`config.mk`:
```
export PLATFORM = sky130hd
export DESIGN_NAME = lap_stopwatch
export DESIGN_NICKNAME = d
export VERILOG_FILES = /design/src/rtl/lap_stopwatch.sv
export SDC_FILE = /design/constraint.sdc
export NUM_CORES = 1
export LEC_CHECK = 0
export ABC_AREA = 1
export CAP_MARGIN = 20
export CORE_UTILIZATION = 60
export DETAILED_ROUTE_END_ITERATION = 7
export PLACE_DENSITY = 0.8
export SLEW_MARGIN = 5
export SYNTH_ARGS = -nofsm -noshare
export SYNTH_HDL_FRONTEND = slang
export SYNTH_SLANG_ARGS = --single-unit
```
`constraint.sdc`:
```
create_clock -name clk -period 4.3 [get_ports clk]
set_input_delay 1.29 -clock clk [delete_from_list [all_inputs] [get_ports clk]]
set_output_delay 1.29 -clock clk [all_outputs]
set_load 0.02 [all_outputs]
```
`src/rtl/lap_stopwatch.sv`:
```
// Stopwatch with a prescaled time counter, lap memory and browse index.
// Same-cycle pulses resolve as start_stop > clear > lap > show.
module lap_stopwatch #(
    parameter int CNT_WIDTH  = 10,
    parameter int IDX_WIDTH  = 2,
    parameter int TICK_DIV   = 500000,
    parameter int SPLIT_MODE = 0
) (
    input  logic                 clk,
    input  logic                 reset,
    input  logic                 start_stop,
    input  logic                 lap,
    input  logic                 show,
    input  logic                 clear,
    output logic                 running,
    output logic [CNT_WIDTH-1:0] cur_time,
    output logic [CNT_WIDTH-1:0] lap_time,
    output logic [IDX_WIDTH-1:0] lap_idx,
    output logic [IDX_WIDTH:0]   lap_count,
    output logic                 full,
    output logic                 overflow
);

    localparam int unsigned LAP_DEPTH = 2 ** IDX_WIDTH;
    localparam int          PW        = $clog2(TICK_DIV);
    localparam logic [PW-1:0]      PRESC_MAX = PW'(TICK_DIV - 1);
    localparam logic [IDX_WIDTH:0] DEPTH_CNT = (IDX_WIDTH + 1)'(LAP_DEPTH);

    typedef enum logic [1:0] {
        IDLE,
        RUN,
        STOP
    } state_t;

    state_t               state;
    logic [PW-1:0]        presc;
    logic [CNT_WIDTH-1:0] mem [LAP_DEPTH];
    logic [CNT_WIDTH-1:0] last_ref;

    logic                 tick;
    logic                 lap_wr;
    logic [CNT_WIDTH-1:0] lap_value;
    logic [IDX_WIDTH:0]   idx_inc;
    logic [IDX_WIDTH-1:0] show_idx;

    always_comb begin
        tick      = (state == RUN) && (presc == PRESC_MAX);
        lap_wr    = (state == RUN) && !start_stop && !clear && lap &&
                    (lap_count != DEPTH_CNT);
        // Stored value uses the pre-increment count even when a tick coincides.
        lap_value = (SPLIT_MODE != 0) ? (cur_time - last_ref) : cur_time;
        idx_inc   = {1'b0, lap_idx} + 1'b1;
        show_idx  = (idx_inc >= lap_count) ? '0 : idx_inc[IDX_WIDTH-1:0];
    end

    assign full = (lap_count == DEPTH_CNT);

    always_ff @(posedge clk) begin
        if (reset) begin
            state     <= IDLE;
            running   <= 1'b0;
            presc     <= '0;
            cur_time  <= '0;
            lap_time  <= '0;
            lap_idx   <= '0;
            lap_count <= '0;
            overflow  <= 1'b0;
            last_ref  <= '0;
            for (int unsigned i = 0; i < LAP_DEPTH; i++) begin
                mem[i] <= '0;
            end
        end else begin
            lap_time <= mem[lap_idx];
            case (state)
                IDLE: begin
                    if (start_stop) begin
                        state   <= RUN;
                        running <= 1'b1;
                        presc   <= '0;
                    end
                end
                RUN: begin
                    if (start_stop) begin
                        // Stopping freezes time: a coincident tick is dropped.
                        state   <= STOP;
                        running <= 1'b0;
                        lap_idx <= '0;
                    end else begin
                        if (tick) begin
                            presc    <= '0;
                            cur_time <= cur_time + 1'b1;
                            if (&cur_time) begin
                                overflow <= 1'b1;
                            end
                        end else begin
                            presc <= presc + 1'b1;
                        end
                        if (lap_wr) begin
                            mem[lap_count[IDX_WIDTH-1:0]] <= lap_value;
                            last_ref  <= cur_time;
                            lap_count <= lap_count + 1'b1;
                            lap_idx   <= lap_count[IDX_WIDTH-1:0];
                        end
                    end
                end
                STOP: begin
                    if (start_stop) begin
                        state   <= RUN;
                        running <= 1'b1;
                        presc   <= '0;
                    end else if (clear) begin
                        state     <= IDLE;
                        running   <= 1'b0;
                        presc     <= '0;
                        cur_time  <= '0;
                        lap_idx   <= '0;
                        lap_count <= '0;
                        overflow  <= 1'b0;
                        last_ref  <= '0;
                        for (int unsigned i = 0; i < LAP_DEPTH; i++) begin
                            mem[i] <= '0;
                        end
                    end else if (!lap && show && (lap_count != '0)) begin
                        lap_idx <= show_idx;
                    end
                end
                default: begin
                    state   <= IDLE;
                    running <= 1'b0;
                end
            endcase
        end
    end

endmodule

```
* Yosys cells after proc, flatten, opt, wreduce, memory -nomap -nowiden
Memories as Yosys holds them, arrays and structs flattened. A register that Yosys moved wholly into a read port is not among the register bits. Cells that the tools add are included.
Storage, ports and cells: flip-flop bits (word level) 38, RAM bits 40, input port bits 6, output and inout bits 28, word-level logic and storage cells 112, memories kept 1
Cells by class: add/sub/neg operators 4, magnitude comparators 1, equal/unequal tests 16, mux-type cells 57, bitwise operators 4, reduce and logical (&&, ||, !) cells 22
Memory list:
- mem | words 4, width 10, rd ports 1, clocked after memory_dff 1, wr ports 4, RTL line 37 | logic [CNT_WIDTH-1:0] mem [LAP_DEPTH];
Operators with widths (count):
- 2-to-1 mux 19 bit | 5
- 2-to-1 mux 10 bit | 9
- one-hot mux 19 bit (3 select lines) | 1
- 2-to-1 mux 2 bit | 11
- 2-to-1 mux 1 bit | 21
- one-hot mux 10 bit (2 select lines) | 1
- adder 19 x 1 -> 19 bit, second input constant | 1
- equality test 19 bit, second input constant | 1
- != test 2 bit, second input constant | 7
- 2-to-1 mux 3 bit | 4
- != test 3 bit, second input constant | 4
- adder 10 x 1 -> 10 bit, second input constant | 1
- AND reduction 10 bit | 1
- AND reduction 5 bit | 2
- OR reduction 10 bit | 1
- AND reduction 4 bit | 2
- logical AND 1 bit | 7
- one-hot mux 2 bit (3 select lines) | 1
- one-hot mux 3 bit (2 select lines) | 1
- AND reduction 6 bit | 1
- nonzero test 3 bit | 2
- OR 1 bit | 4
- one-hot mux 2 bit (2 select lines) | 1
- adder 2 x 1 -> 3 bit, second input constant | 1
- other kinds (12) | 14

* Longest topological paths before layout
word-level depth 12, depth in mapped cells 11, gate-level depth less buffers 11

* Worst setup path after synthesis
No wires, ideal clock.
path kind in2reg, start point input start_stop, end point memory mem[0][0] (enable), library setup time 0.340 ns, data arrival time 2.178 ns, required time 3.960 ns, path slack 1.782 ns, cell stages on the path 8, buffers on the path 1, cells stage by stage inv_2 nand2_1 nor2_1 inv_1 nor2_2 nand2_1 buf_2 nand2_1
RTL lines:
- from (decl) | RTL line 11 | input logic start_stop,
- to (decl) | RTL line 37

* Final worst setup path
start point input start_stop, end point register presc[15]
Between the ends: longest elaborated chain between the ends 2, elaborated cells between the ends (all ways) 6, classes of those cells 3 x eq/ne; 2 x mux; 1 x reduce/logical
RTL lines:
- != test 3 bit (no line), or another cell as far along
- AND reduction 4 bit (no line) or one-hot mux 19 bit (3 select lines) (tied branches)
- to (signal assigned) | RTL line 96 | presc <= presc + 1'b1;
- to (decl) | RTL line 36 | logic [PW-1:0] presc;
Several ways; a longest one is shown, not always the timed one. A chain may end at the register's enable or synchronous reset.

==> impl_metrics.toml <==
[outcome]
run_status = "finished, final reports clean"

[setup_path]
worst-r2r-cell-count = 9
critical_path.cell_chain = "clkdlybuf4s50_1, inv_2, nand3_1, nand2_1, inv_1, nand2_1, nand2_2, nor2_1"
crit_path_max_fanout = 17
critPathLaunchType = "primary input"
timing.critical_path.max_delay_family = "buffers and inverters"
crit_buf_inv = 3
worstSetupPathType = "primary input to register"
crit-reg2reg-launch = "lap_count[0]"
crit_path_end_kind = "register"
critical_path.max_stage_delay_ns = 0.65
timing.critical_path.to = "presc[15]"
rrSetupSlack_ns = 1.91
r2r-end = "mem[0][7]"
critical_path_required_ns = 4.52
worst-path-stages = 8
timing.critical_path.mode_cell = "sky130_fd_sc_hd__nand2_1"
arrival_ns = 3.40
crit_slowest_cell = "sky130_fd_sc_hd__clkdlybuf4s50_1"
worstSetupStartpoint = "start_stop"

[power]
p_total_uw = 1650
p_leak_uw = 0.00173
power_density_nw_per_um2 = 343
irDropWorstVdd_mv = 0.172

[synthesis]
synth_cells = 530
post_synth.cell_area_avg_um2 = 7.95
ys_seq_elements = 88
mappedNetlistArea_um2 = 4220
ys_top_cells_by_count = "sky130_fd_sc_hd__nor2_1, sky130_fd_sc_hd__nand2_1, sky130_fd_sc_hd__dfxtp_1, sky130_fd_sc_hd__inv_1, sky130_fd_sc_hd__edfxtp_1"
synth.area.top_cells = "sky130_fd_sc_hd__edfxtp_1, sky130_fd_sc_hd__dfxtp_1, sky130_fd_sc_hd__nor2_1, sky130_fd_sc_hd__nand2_1, sky130_fd_sc_hd__inv_1"
synth_cell_types = 33
share_of_synthesized_area_occupied_by_flip_flops_and_latches_pct = 51.3
syn_nets = 546
synth-edff-count = 40
yosys.cell_count.top_type = "sky130_fd_sc_hd__nor2_1"
synth.top_cell.area_share_pct = 28.5
postSynth.asyncResetShare_pct = 0
number_of_warnings_printed_during_yosys_synthesis = 0
post-synth-top-area-cell = "sky130_fd_sc_hd__edfxtp_1"
postSynth.topFlopCell = "sky130_fd_sc_hd__dfxtp_1"

[placement]
dpl.cell_count = 647
place_congestion = 0.848
place.port_buffers = 33
detailedPlacementHpwl_um = 6800

[floorplan]
die_width_um = 85.8
initial_utilization_pct = 62.0
die_area_um2 = 7370
floorplan.io_pins = 34
core_area_um2 = 6790
dieHeight_um = 85.8
num_rows = 30

[drt]
wl_per_cell_um = 13.7
initialDrtViolationCount = 264
firstDrtPassIters = 5
antenna_violating_nets_post_route = 0
route.detailed.vias_per_inst = 5.37
routed_wl_um = 9060
drc = 0
num_vias = 3558

[global_routing]
grt_start_max_net_pins = 26
fraction_of_met2_tracks_used_by_global_routing_pct = 49.5
first_global_vias = 3422
grt.met1_usage_pct = 32.4
grt_remaining_overflow = 0
antenna_violations_before_repair = 0
first_pass_grt_wire_length_um = 15400
gr-usage-all-layers_pct = 27.1
global_route.usage.met3_pct = 3.27
global_route.peak_usage_layer = "met2"

[clock_network]
clockRootBuffer = "sky130_fd_sc_hd__clkbuf_8"
cts.path.max_buffers = 2
cts_tree = "built"
worst_path_clk_slew_ns = 0.08
ctsResizeCount = 0
cts-htree-levels = 3
clock_insertion_delay_worst_skew_ns = 0.35
post_cts.repair.setup_buffers = 0
ctsHoldBuffers = 0
cts_sinks = 88
cts_inserted_buffers = 9

[layout]
area_delta_synth_final_pct = 13.9
finalCoreUtilization_pct = 70.6
layout-drive-gt1-share_pct = 5.11
antenna_cells = 0
finalNonFillerCells = 663
final_nets = 578

[timing]
rsz0062_at_grt = "no"
post-route-period-util_pct = 73.7
timing.final.max_slew_violations = 0
setup_tns_ns = 0
max_clock_freq_mhz = 315
timing_worst_slew_pin_value_ns = 0.522
finClkSkew_ns = 0.0107
setup_violations = 0
slew_headroom_pct = 65.1
min_period_ns = 3.17
hold_viol_final = 0

[hold_path]
worstHoldPathCells = 2
timing.hold.worst.class = "register to register"

[job]
max_cap_violations = 0
## registers in the layout, indices dropped and copies added (netlist names)
| signal | cells |
|---|---|
| lap_idx | 2 |
| running | 1 |
| presc | 19 |
| cur_time | 10 |
| mem | 40 |
| overflow | 1 |
| lap_time | 10 |
| state | 2 |
| lap_count | 3 |
## metal layers
layer	up-vias	routed length [um]
li1	1798	-
met1	1650	3730
met2	90	4800
met3	20	323
met4	0	205
met5	-	0
## cell families (layout without fill, tap and decap cells)
kind of cell               count (synthesis)  in the layout  synth area share (%)
AOI/OAI and AO/OA                         68             68                  8.28
xor gates and xnor gates                   6              6                  1.25
adders and majority gates                 10             10                  2.97
buffers and inverters                     64            101                  6.03
DFF                                       88             88                  51.3
and+or+nand+nor                          294            294                  30.2
## layout by cell type, fill, tap and decap left out
cell type,count
sky130_fd_sc_hd__inv_2,3
sky130_fd_sc_hd__clkdlybuf4s50_1,33
sky130_fd_sc_hd__clkbuf_1,3
sky130_fd_sc_hd__nand2_4,1
sky130_fd_sc_hd__nor3_1,14
sky130_fd_sc_hd__a21o_1,1
sky130_fd_sc_hd__dfxtp_1,48
sky130_fd_sc_hd__inv_6,1
sky130_fd_sc_hd__o21ai_1,3
sky130_fd_sc_hd__or2_0,1
sky130_fd_sc_hd__xnor2_1,2
sky130_fd_sc_hd__nand3b_1,3
sky130_fd_sc_hd__buf_4,3
sky130_fd_sc_hd__nor3_4,1
sky130_fd_sc_hd__o21ai_0,30
sky130_fd_sc_hd__nand2_1,86
sky130_fd_sc_hd__a21oi_1,31
sky130_fd_sc_hd__nand4_1,10
sky130_fd_sc_hd__bufinv_16,1
sky130_fd_sc_hd__inv_1,45
sky130_fd_sc_hd__clkbuf_8,9
sky130_fd_sc_hd__nor3_2,1
sky130_fd_sc_hd__nor2_4,3
sky130_fd_sc_hd__nand2_2,3
sky130_fd_sc_hd__clkinv_1,3
sky130_fd_sc_hd__nor3b_1,3
sky130_fd_sc_hd__nand3_2,1
sky130_fd_sc_hd__xor2_1,4
sky130_fd_sc_hd__edfxtp_1,40
sky130_fd_sc_hd__ha_1,10
sky130_fd_sc_hd__o211ai_1,2
sky130_fd_sc_hd__a31oi_1,1
sky130_fd_sc_hd__nor2_1,139
sky130_fd_sc_hd__nand3_1,25
sky130_fd_sc_hd__nor2_2,2
sky130_fd_sc_hd__nor4_1,1
## stage by stage
step	instance area (um^2)	hold WS [ns]	worst slack, ns
2_1_floorplan	4220	0.457	1.78
3_3_place_gp	4620	0.436	0.895
3_5_place_dp	4620	0.447	0.793
4_1_cts	4800	0.459	1.13
5_1_grt	4800	0.494	0.979
6_report	4800	0.450	1.13
## worst min-delay path by stage
stage / from / endpoint / slack, ns
6_report: overflow / overflow / 0.45
5_1_grt: overflow / overflow / 0.49
4_1_cts: overflow / overflow / 0.46
3_5_place_dp: overflow / overflow / 0.45
3_3_place_gp: overflow / overflow / 0.44
2_1_floorplan: presc[0] / presc[0] / 0.46
## area by class of cell
| type | instances | area (um^2) |
|---|---|---|
| Inverter | 49 | 184 |
| Sequential cell | 88 | 2160 |
| Tap cell | 96 | 120 |
| Clock buffer | 12 | 135 |
| Timing Repair Buffer | 36 | 353 |
| Fill cell | 556 | 1990 |
| Clock inverter | 4 | 46.3 |
| Multi-Input combinational cell | 378 | 1800 |
## worst reg2reg max path, stage by stage (launching register included)
cell	delay, ns
sky130_fd_sc_hd__dfxtp_1	0.43
sky130_fd_sc_hd__inv_1	0.14
sky130_fd_sc_hd__ha_1	0.27
sky130_fd_sc_hd__nand2_1	0.10
sky130_fd_sc_hd__nand3_1	0.09
sky130_fd_sc_hd__nor2_1	0.12
sky130_fd_sc_hd__inv_1	0.06
sky130_fd_sc_hd__nor2_2	0.19
sky130_fd_sc_hd__nand2_1	0.26
sky130_fd_sc_hd__nand2_1	0.40
## power breakdown
group          switching (uW)  total [uW]  internal, uW
combinational             118         182          64.2
sequential               17.2         921           904
clock                     275         543           268
total                     410        1650          1240
No activity file was read; power rests on OpenSTA's default activity.
